==> src/rtl/gauss_stream_ctrl.sv <==
`default_nettype none
// ============================================================================
// gauss_stream_ctrl : frame sequencer and AXI-Stream wrapper around the
//                     streaming 3x3 Gaussian convolution datapath
// Rev 1.0
// ============================================================================
module gauss_stream_ctrl #(
  parameter int PIXELS_PER_BEAT = 16,
  parameter int INPUT_WIDTH     = 8,
  parameter int IMAGE_DIM       = 512,
  parameter int DATA_WIDTH      = INPUT_WIDTH*PIXELS_PER_BEAT,
  parameter int PIPE_LAT        = 2,
  parameter int SKIP_BEATS      = IMAGE_DIM/PIXELS_PER_BEAT,
  parameter int FIFO_DEPTH      = 8
) (
  input  logic                  clk,
  input  logic                  rst,
  input  logic                  s_tvalid,
  output logic                  s_tready,
  input  logic [DATA_WIDTH-1:0] s_tdata,
  input  logic                  s_tlast,
  output logic                  m_tvalid,
  input  logic                  m_tready,
  output logic [DATA_WIDTH-1:0] m_tdata,
  output logic                  m_tlast,
  output logic                  conv_aresetn,
  output logic                  conv_stall,
  output logic [DATA_WIDTH-1:0] conv_inp,
  input  logic [DATA_WIDTH-1:0] conv_out,
  output logic                  busy,
  output logic                  frame_done,
  output logic                  err_tlast
);

  localparam int N_BEATS = IMAGE_DIM*IMAGE_DIM/PIXELS_PER_BEAT;
  localparam int IN_W    = $clog2(N_BEATS+SKIP_BEATS);
  localparam int OUT_W   = $clog2(N_BEATS);
  localparam int DR_W    = $clog2(PIPE_LAT+1);
  localparam int PTR_W   = $clog2(FIFO_DEPTH);
  localparam int CNT_W   = $clog2(FIFO_DEPTH+1);

  localparam logic [IN_W-1:0]  IN_LAST    = IN_W'(N_BEATS-1);
  localparam logic [IN_W-1:0]  FLUSH_LAST = IN_W'(N_BEATS+SKIP_BEATS-1);
  localparam logic [IN_W-1:0]  SKIP_IDX   = IN_W'(SKIP_BEATS);
  localparam logic [OUT_W-1:0] OUT_LAST   = OUT_W'(N_BEATS-1);
  localparam logic [DR_W-1:0]  DRAIN_LAST = DR_W'(PIPE_LAT-1);
  localparam logic [CNT_W:0]   DEPTH_C    = (CNT_W+1)'(FIFO_DEPTH);
  localparam logic [CNT_W:0]   NEED_FREE  = (CNT_W+1)'(PIPE_LAT+1);

  typedef enum logic [2:0] {
    ST_CLR   = 3'd0,
    ST_RUN   = 3'd1,
    ST_FLUSH = 3'd2,
    ST_DRAIN = 3'd3,
    ST_WAIT  = 3'd4
  } state_t;

  state_t                 state, state_nxt;
  logic [IN_W-1:0]        in_cnt;
  logic [DR_W-1:0]        drain_cnt;
  logic [PIPE_LAT-1:0]    tag_sr;
  logic [PIPE_LAT:0]      tag_shift;
  logic                   tag_in;
  logic                   advance;
  logic                   push, pop, s_hs;
  logic                   space_ok;
  logic [CNT_W:0]         free_slots;
  logic [PTR_W-1:0]       wr_ptr, rd_ptr;
  logic [CNT_W-1:0]       fifo_cnt;
  logic [OUT_W-1:0]       out_cnt;
  logic [DATA_WIDTH-1:0]  mem [FIFO_DEPTH];

  // A slot freed by this cycle's pop may be reused by this cycle's advance.
  assign pop        = m_tvalid & m_tready;
  assign free_slots = DEPTH_C - {1'b0, fifo_cnt} + {{CNT_W{1'b0}}, pop};
  assign space_ok   = (free_slots >= NEED_FREE);

  always_comb begin
    state_nxt = state;
    advance   = 1'b0;
    s_tready  = 1'b0;
    tag_in    = 1'b0;
    case (state)
      ST_CLR: state_nxt = ST_RUN;
      ST_RUN: begin
        s_tready = space_ok;
        advance  = s_tvalid & space_ok;
        tag_in   = (in_cnt >= SKIP_IDX);
        if (advance && in_cnt == IN_LAST) state_nxt = ST_FLUSH;
      end
      ST_FLUSH: begin
        advance = space_ok;
        tag_in  = (in_cnt >= SKIP_IDX);
        if (advance && in_cnt == FLUSH_LAST) state_nxt = ST_DRAIN;
      end
      ST_DRAIN: begin
        advance = space_ok;
        if (advance && drain_cnt == DRAIN_LAST) state_nxt = ST_WAIT;
      end
      ST_WAIT: begin
        if (fifo_cnt == '0) state_nxt = ST_CLR;
      end
      default: state_nxt = ST_CLR;
    endcase
  end

  assign s_hs         = s_tvalid & s_tready;
  assign conv_stall   = ~advance;
  assign conv_inp     = (state == ST_RUN) ? s_tdata : '0;
  assign conv_aresetn = (state != ST_CLR);
  assign busy         = (state != ST_CLR);
  assign tag_shift    = {tag_sr, tag_in};
  assign push         = advance & tag_sr[PIPE_LAT-1];

  assign m_tvalid   = (fifo_cnt != '0);
  assign m_tdata    = m_tvalid ? mem[rd_ptr] : '0;
  assign m_tlast    = m_tvalid && (out_cnt == OUT_LAST);
  assign frame_done = pop & m_tlast;

  always_ff @(posedge clk) begin
    if (rst) begin
      state     <= ST_CLR;
      in_cnt    <= '0;
      drain_cnt <= '0;
      tag_sr    <= '0;
      wr_ptr    <= '0;
      rd_ptr    <= '0;
      fifo_cnt  <= '0;
      out_cnt   <= '0;
      err_tlast <= 1'b0;
    end else begin
      state <= state_nxt;
      // Clearing in CLR realigns the warm-up tagging with the freshly reset datapath.
      if (state == ST_CLR) begin
        in_cnt    <= '0;
        drain_cnt <= '0;
        tag_sr    <= '0;
      end else if (advance) begin
        tag_sr <= tag_shift[PIPE_LAT-1:0];
        if (state == ST_DRAIN) drain_cnt <= drain_cnt + 1'b1;
        else                   in_cnt    <= in_cnt + 1'b1;
      end
      if (push) wr_ptr <= wr_ptr + 1'b1;
      if (pop)  rd_ptr <= rd_ptr + 1'b1;
      case ({push, pop})
        2'b10:   fifo_cnt <= fifo_cnt + 1'b1;
        2'b01:   fifo_cnt <= fifo_cnt - 1'b1;
        default: fifo_cnt <= fifo_cnt;
      endcase
      if (pop) out_cnt <= m_tlast ? '0 : out_cnt + 1'b1;
      if (s_hs && ((in_cnt == IN_LAST) ? !s_tlast : s_tlast)) err_tlast <= 1'b1;
    end
  end

  always_ff @(posedge clk) begin
    if (push) mem[wr_ptr] <= conv_out;
  end

endmodule
`default_nettype wire

==> config.mk <==
export PLATFORM = sky130hd
export DESIGN_NAME = gauss_stream_ctrl
export DESIGN_NICKNAME = d
export VERILOG_FILES = /design/src/rtl/gauss_stream_ctrl.sv
export SDC_FILE = /design/constraint.sdc
export NUM_CORES = 1
export LEC_CHECK = 0
export ABC_CLOCK_PERIOD_IN_PS = 25400
export CAP_MARGIN = 0
export CORE_ASPECT_RATIO = 1.4
export CORE_UTILIZATION = 55
export CTS_CLUSTER_DIAMETER = 60
export DETAILED_ROUTE_END_ITERATION = 7
export PLACE_DENSITY = 0.79
export SYNTH_ARGS = -nofsm -noshare
export SYNTH_HDL_FRONTEND = slang
export SYNTH_SLANG_ARGS = --single-unit
==> constraint.sdc <==
create_clock -name clk -period 25.4 [get_ports clk]
set_input_delay 3.81 -clock clk [delete_from_list [all_inputs] [get_ports clk]]
set_output_delay 3.81 -clock clk [all_outputs]
set_load 0.03 [all_outputs]
After elaboration in Yosys (flattened, before gate mapping)
Memories as Yosys holds them, arrays and structs flattened. A register that Yosys moved wholly into a read port is not among the register bits. Index checks and enable logic that the tools add are counted.

Register bits: 47. RAM bits: 1024. Input port bits: 261. Output and inout bits: 264. Logic and storage cells: 76. Memories: 1.

Memories: mem (depth 8, width 128, read ports 1, clocked after memory_dff 1, write ports 1, line 71) `logic [DATA_WIDTH-1:0] mem [FIFO_DEPTH];`.

Add/subtract/negate cells: 9. $lt $le $gt $ge: 2. Eq/ne operators: 14. Multiplexer cells: 17. Bitwise gates (word level): 7. Reductions and logical operators: 17.

Operator list (count): 128-bit two-way mux (2); 3-bit two-way mux (6); 15-bit by 1-bit adder with 15-bit output (second input constant) (1); 15-bit by 14-bit equality test with 1-bit output (second input constant) (1); 15-bit equality test (second input constant) (1); 15-bit by 6-bit greater-or-equal comparator with 1-bit output (second input constant) (1); 3-bit one-hot mux with 5 select lines (1); 14-bit by 1-bit adder with 14-bit output (second input constant) (1); 14-bit equality test (second input constant) (1); 14-bit two-way mux (1); 2-bit inequality test (second input constant) (4); 4-bit one-hot mux with 2 select lines (1); 3-bit by 1-bit adder with 3-bit output (second input constant) (2); 3-bit by 2-bit equality test with 1-bit output (second input constant) (2); 2-bit OR reduction (3); 5-bit by 1-bit adder with 5-bit output (1); 1-bit bitwise AND (5); 5-bit by 2-bit greater-or-equal comparator with 1-bit output (second input constant) (1); 1-bit logical AND (5); 1-bit two-way mux (5); 4-bit by 4-bit subtractor with 5-bit output (first input constant) (1); 4-bit by 1-bit adder with 4-bit output (second input constant) (1); 2-bit by 1-bit equality test with 1-bit output (second input constant) (2); 4-bit zero test (1); 14 further kinds (16).

Longest topological paths before layout
Word-level depth: 9. Depth in mapped cells: 17. Mapped depth without buffers: 15.

Least setup slack after synthesis
No wires, ideal clock.

Kind: input port to flip-flop. Start point: in m_tready. End point: mem mem[1][0] (netlist bit), enable pin. Library setup time: 0.974 ns. Arrival time: 18.532 ns. Slack: 5.894 ns. Stages on the path: 10. Path buffers: 1. Cell sequence: o41ai_1 buf_2 ha_1 inv_1 ha_1 xnor2_1 a221oi_2 a211oi_2 inv_1 nor4b_1.

Cells in the longest elaborated chain, start to end: 8.

Ends and longest elaborated chain: start, declared (line 23) `input logic m_tready,`; 1-bit bitwise AND * (line 74) `assign pop = m_tvalid & m_tready;`; 5-bit by 1-bit adder with 5-bit output * (line 75) `assign free_slots = DEPTH_C - {1'b0, fifo_cnt} + {{CNT_W{1'b0}}, pop};`; 5-bit by 2-bit greater-or-equal comparator with 1-bit output * (line 76) `assign space_ok = (free_slots >= NEED_FREE);`; 1-bit bitwise AND (line 87) `advance = s_tvalid & space_ok;`; 1-bit one-hot mux with 2 select lines * (line 83) `case (state)`; 1-bit bitwise AND * (line 113) `assign push = advance & tag_sr[PIPE_LAT-1];`; 1-bit two-way mux * (line 156) `if (push) mem[wr_ptr] <= conv_out;`; 1-bit two-way mux (not written as such) * (line 156); end, declared (line 71).

Every way passes the cells marked *; elsewhere a longest branch is shown, timed or not.

Worst setup path after layout
Start point: in m_tready. End point: out s_tready.

Cells in the longest elaborated chain, start to end: 4.

Ends and longest elaborated chain: 1-bit bitwise AND (line 74); 5-bit by 1-bit adder with 5-bit output (line 75); 5-bit by 2-bit greater-or-equal comparator with 1-bit output (line 76); 1-bit two-way mux (line 83); end, declared (line 19) `output logic s_tready,`.

No other way between the ends.

==> flow_metrics.env <==
export IMPL_postSynthCellCount=2091
export IMPL_cts_resized_gates=0
export IMPL_netlist_top_cells_area="edfxtp_1 (73%), mux4_2 (14%), mux2i_1 (3.2%)"
export IMPL_p_leak_nw=15.7
export IMPL_r2r_cells=11
export IMPL_crit_fanout=12
export IMPL_drv_cap=0
export IMPL_finalNetCount=2909
export IMPL_viasPerCell=6.01
export IMPL_syn_avg_cell_area_sq_um=20.1
export IMPL_drt_wl_total_um=110000
export IMPL_crit_start="m_tready"
export IMPL_combPwrFrac_pct=5.5
export IMPL_initial_utilization_pct=55.8
export IMPL_period_share_pct=42.2
export IMPL_worst_slack_ns=14.67
export IMPL_hp_start="tag_sr[1]"
export IMPL_slew_headroom_pct=21.8
export IMPL_syn_nets=2363
export IMPL_synth_seq_cells=1074
export IMPL_crit_reg2reg_launch="fifo_cnt[1]"
export IMPL_place_hpwl_um=66700
export IMPL_post_cts_buffers=0
export IMPL_power_switching_uw=716
export IMPL_num_vias=22237
export IMPL_final_area_sq_mm=0.0514
export IMPL_synth_area_leader_cell="edfxtp_1"
export IMPL_cts_tree="done"
export IMPL_synthToLayoutAreaGrowth_pct=22.1
export IMPL_hold_buffers=0
export IMPL_intPower_mw=2.76
export IMPL_clock_fmax_mhz=93.2
export IMPL_die_area_sq_mm=0.0777
export IMPL_drc_errors=0
export IMPL_ant_nets=0
export IMPL_htreeDepth=3
export IMPL_grt_pass1_vias=22777
export IMPL_hold_viol=0
export IMPL_rsz0062_at_grt="no"
export IMPL_total_power_mw=3.48
export IMPL_syn_cell_area_sq_mm=0.0421
export IMPL_cts_root_buf="clkbuf_16"
export IMPL_power_density_mw_per_mm2=67.6
export IMPL_grt_max_degree=73
export IMPL_path_clk_slew_ns=0.06
export IMPL_ys_types=51
export IMPL_seq_power_share_pct=55.7
export IMPL_gp_congestion=0.933
export IMPL_drtPass1Iterations=5
export IMPL_die_w_um=236
export IMPL_status="completed"
export IMPL_worst_slew_pin_slew_ns=1.16
export IMPL_end_kind="output pin"
export IMPL_cp_required_ns=21.59
export IMPL_grt_first_pass_wirelength_um=156000
export IMPL_regToRegSetupSlack_ns=19.88
export IMPL_hold_path_class="flip-flop to flip-flop"
export IMPL_yosysWarnings=0
export IMPL_drive_gt1_share_pct=16.5
export IMPL_crit_path_start_kind="input port"
export IMPL_fp_row_count=119
export IMPL_final_core_util_pct=68.1
export IMPL_whs_endpoint="tag_sr[1]"
export IMPL_drtIter0Drc=1719
export IMPL_placed_cell_area_sq_mm=0.0485
export IMPL_synth_top_area_share_pct=73.0
export IMPL_antenna_found_initial=39
export IMPL_die_height_um=329
export IMPL_ir_worst_vdd_mv=0.0650
export IMPL_period_needed_ns=10.73
export IMPL_share_clk_of_total_power_pct=38.8
export IMPL_core_area_sq_mm=0.0755
export IMPL_fin_setup_tns_ns=0
export IMPL_yosysSeqAreaShare_pct=75.4
export IMPL_setup_violations=0
export IMPL_synth_edf_count=1024
export IMPL_crit_arrival_ns=6.92
export IMPL_num_io_pins=525
export IMPL_crit_type="input port to output pin"
export IMPL_synthArstFlopShare_pct=0
export IMPL_wl_per_cell_um=29.6
export IMPL_gr_total_overflow=0
export IMPL_clk_latency_ns=0.66
export IMPL_switching_share_pct=20.6
export IMPL_cts_made_buffers=93
export IMPL_grt_use_total_pct=28.4
export IMPL_drv_slew=0
export IMPL_clock_sinks=1074
export IMPL_ys_flop_type="edfxtp_1"
export IMPL_cts_buffer_depth=3
export IMPL_place_ws_ns=14.70
export IMPL_hold_depth=2
export IMPL_fin_skew_ns=0.0239
export IMPL_timing_rr_end="mem[1][115]"
export IMPL_portBuffers=524
-- metrics by stage --
stage	hold slack (ns)	cells
global route	0.513	3702
floorplan	0.436	2091
CTS	0.474	3677
global placement	0.455	3510
detailed placement	0.470	3510
finish	0.477	3703
-- cells in the mapped netlist, drive strengths merged (3+ instances only) --
library cell  count
inv              19
clkbuf           62
buf              51
nand4             9
nand2b            3
nor2            172
mux2i           133
xnor2            11
nand2            31
ha               11
or3               9
nor3b             3
nor3             10
a211oi            4
dfxtp            50
nand3            16
or4               7
edfxtp         1024
xor2             11
o21ai            12
mux4            256
nor4              4
a21oi            22
o31ai             4
and2            129
-- worst max-delay path: stages --
cell and delay [ns]:
clkdlybuf4s50_1 0.44, o41ai_2 0.21, ha_1 0.37, inv_1 0.06, ha_1 0.29, a221oi_2 0.50, nand2_1 0.28, and2_1 0.31
clkdlybuf4s50_1 0.63
-- registers in the layout, indices dropped and copies added, names as in the netlist, named ones only --
name / cells
mem: 1024
in_cnt: 15
out_cnt: 14
fifo_cnt: 4
rd_ptr: 3
state: 3
wr_ptr: 3
drain_cnt: 2
tag_sr: 2
err_tlast: 1
-- worst max path at each step --
stage / endpoint / slack [ns]
3_3_place_gp: s_tready / 14.78
2_1_floorplan: mem[1][0] / 5.89
4_1_cts: s_tready / 14.68
3_5_place_dp: s_tready / 14.70
6_report: s_tready / 14.67
5_1_grt: s_tready / 14.53
-- kinds of logic after synthesis --
kind of cell | share of synthesized area, %
xor+xnor | 0.457
fa+ha+maj | 0.327
simple gates | 4.77
flops | 75.4
compound gates | 0.921
buf+inv | 1.29
mux | 16.9
-- per-layer routing --
metal	wire length, um	up-vias	global-route usage (%)
met5	158	-	0
li1	-	9505	-
met2	57500	938	49.0
met1	36500	11538	30.9
met3	8450	232	7.26
met4	7060	24	19.2
-- layout by cell type, fill, tap and decap left out, types with 12 or more instances in the layout --
| master | synthesis | final |
|---|---|---|
| and2_1 | 129 | 129 |
| diode_2 | 0 | 26 |
| a21oi_1 | 22 | 22 |
| nor2_1 | 171 | 169 |
| clkbuf_1 | 62 | 17 |
| clkbuf_16 | 0 | 95 |
| nand3_1 | 16 | 16 |
| mux2i_1 | 133 | 133 |
| nand2_1 | 31 | 31 |
| mux4_2 | 256 | 256 |
| clkdlybuf4s50_1 | 0 | 524 |
| buf_4 | 1 | 40 |
| clkinv_1 | 0 | 22 |
| inv_1 | 19 | 19 |
| clkinv_2 | 0 | 17 |
| o21ai_0 | 12 | 12 |
| dfxtp_1 | 50 | 47 |
| edfxtp_1 | 1024 | 1024 |
-- power groups by stage --
stage / registers, mW / logic [mW] / clock network (mW)
after floorplan: 1.98 / 0.0708 / 0
after global placement: 1.98 / 0.184 / 0
after detailed placement: 1.98 / 0.187 / 0
after CTS: 1.94 / 0.188 / 1.37
after global routing: 1.94 / 0.199 / 1.43
final: 1.94 / 0.192 / 1.35
-- layout make-up --
cell class                      count  area, sq um
Sequential cell                  1074        31800
Fill cell                        4740        24100
Multi-Input combinational cell    885         9900
Timing Repair Buffer              564         5550
Clock buffer                      115         2480
Tap cell                          968         1210
Clock inverter                     52          399
Inverter                           19         71.3
Antenna cell                       26         65.1
No activity file was read; power rests on OpenSTA's default activity.
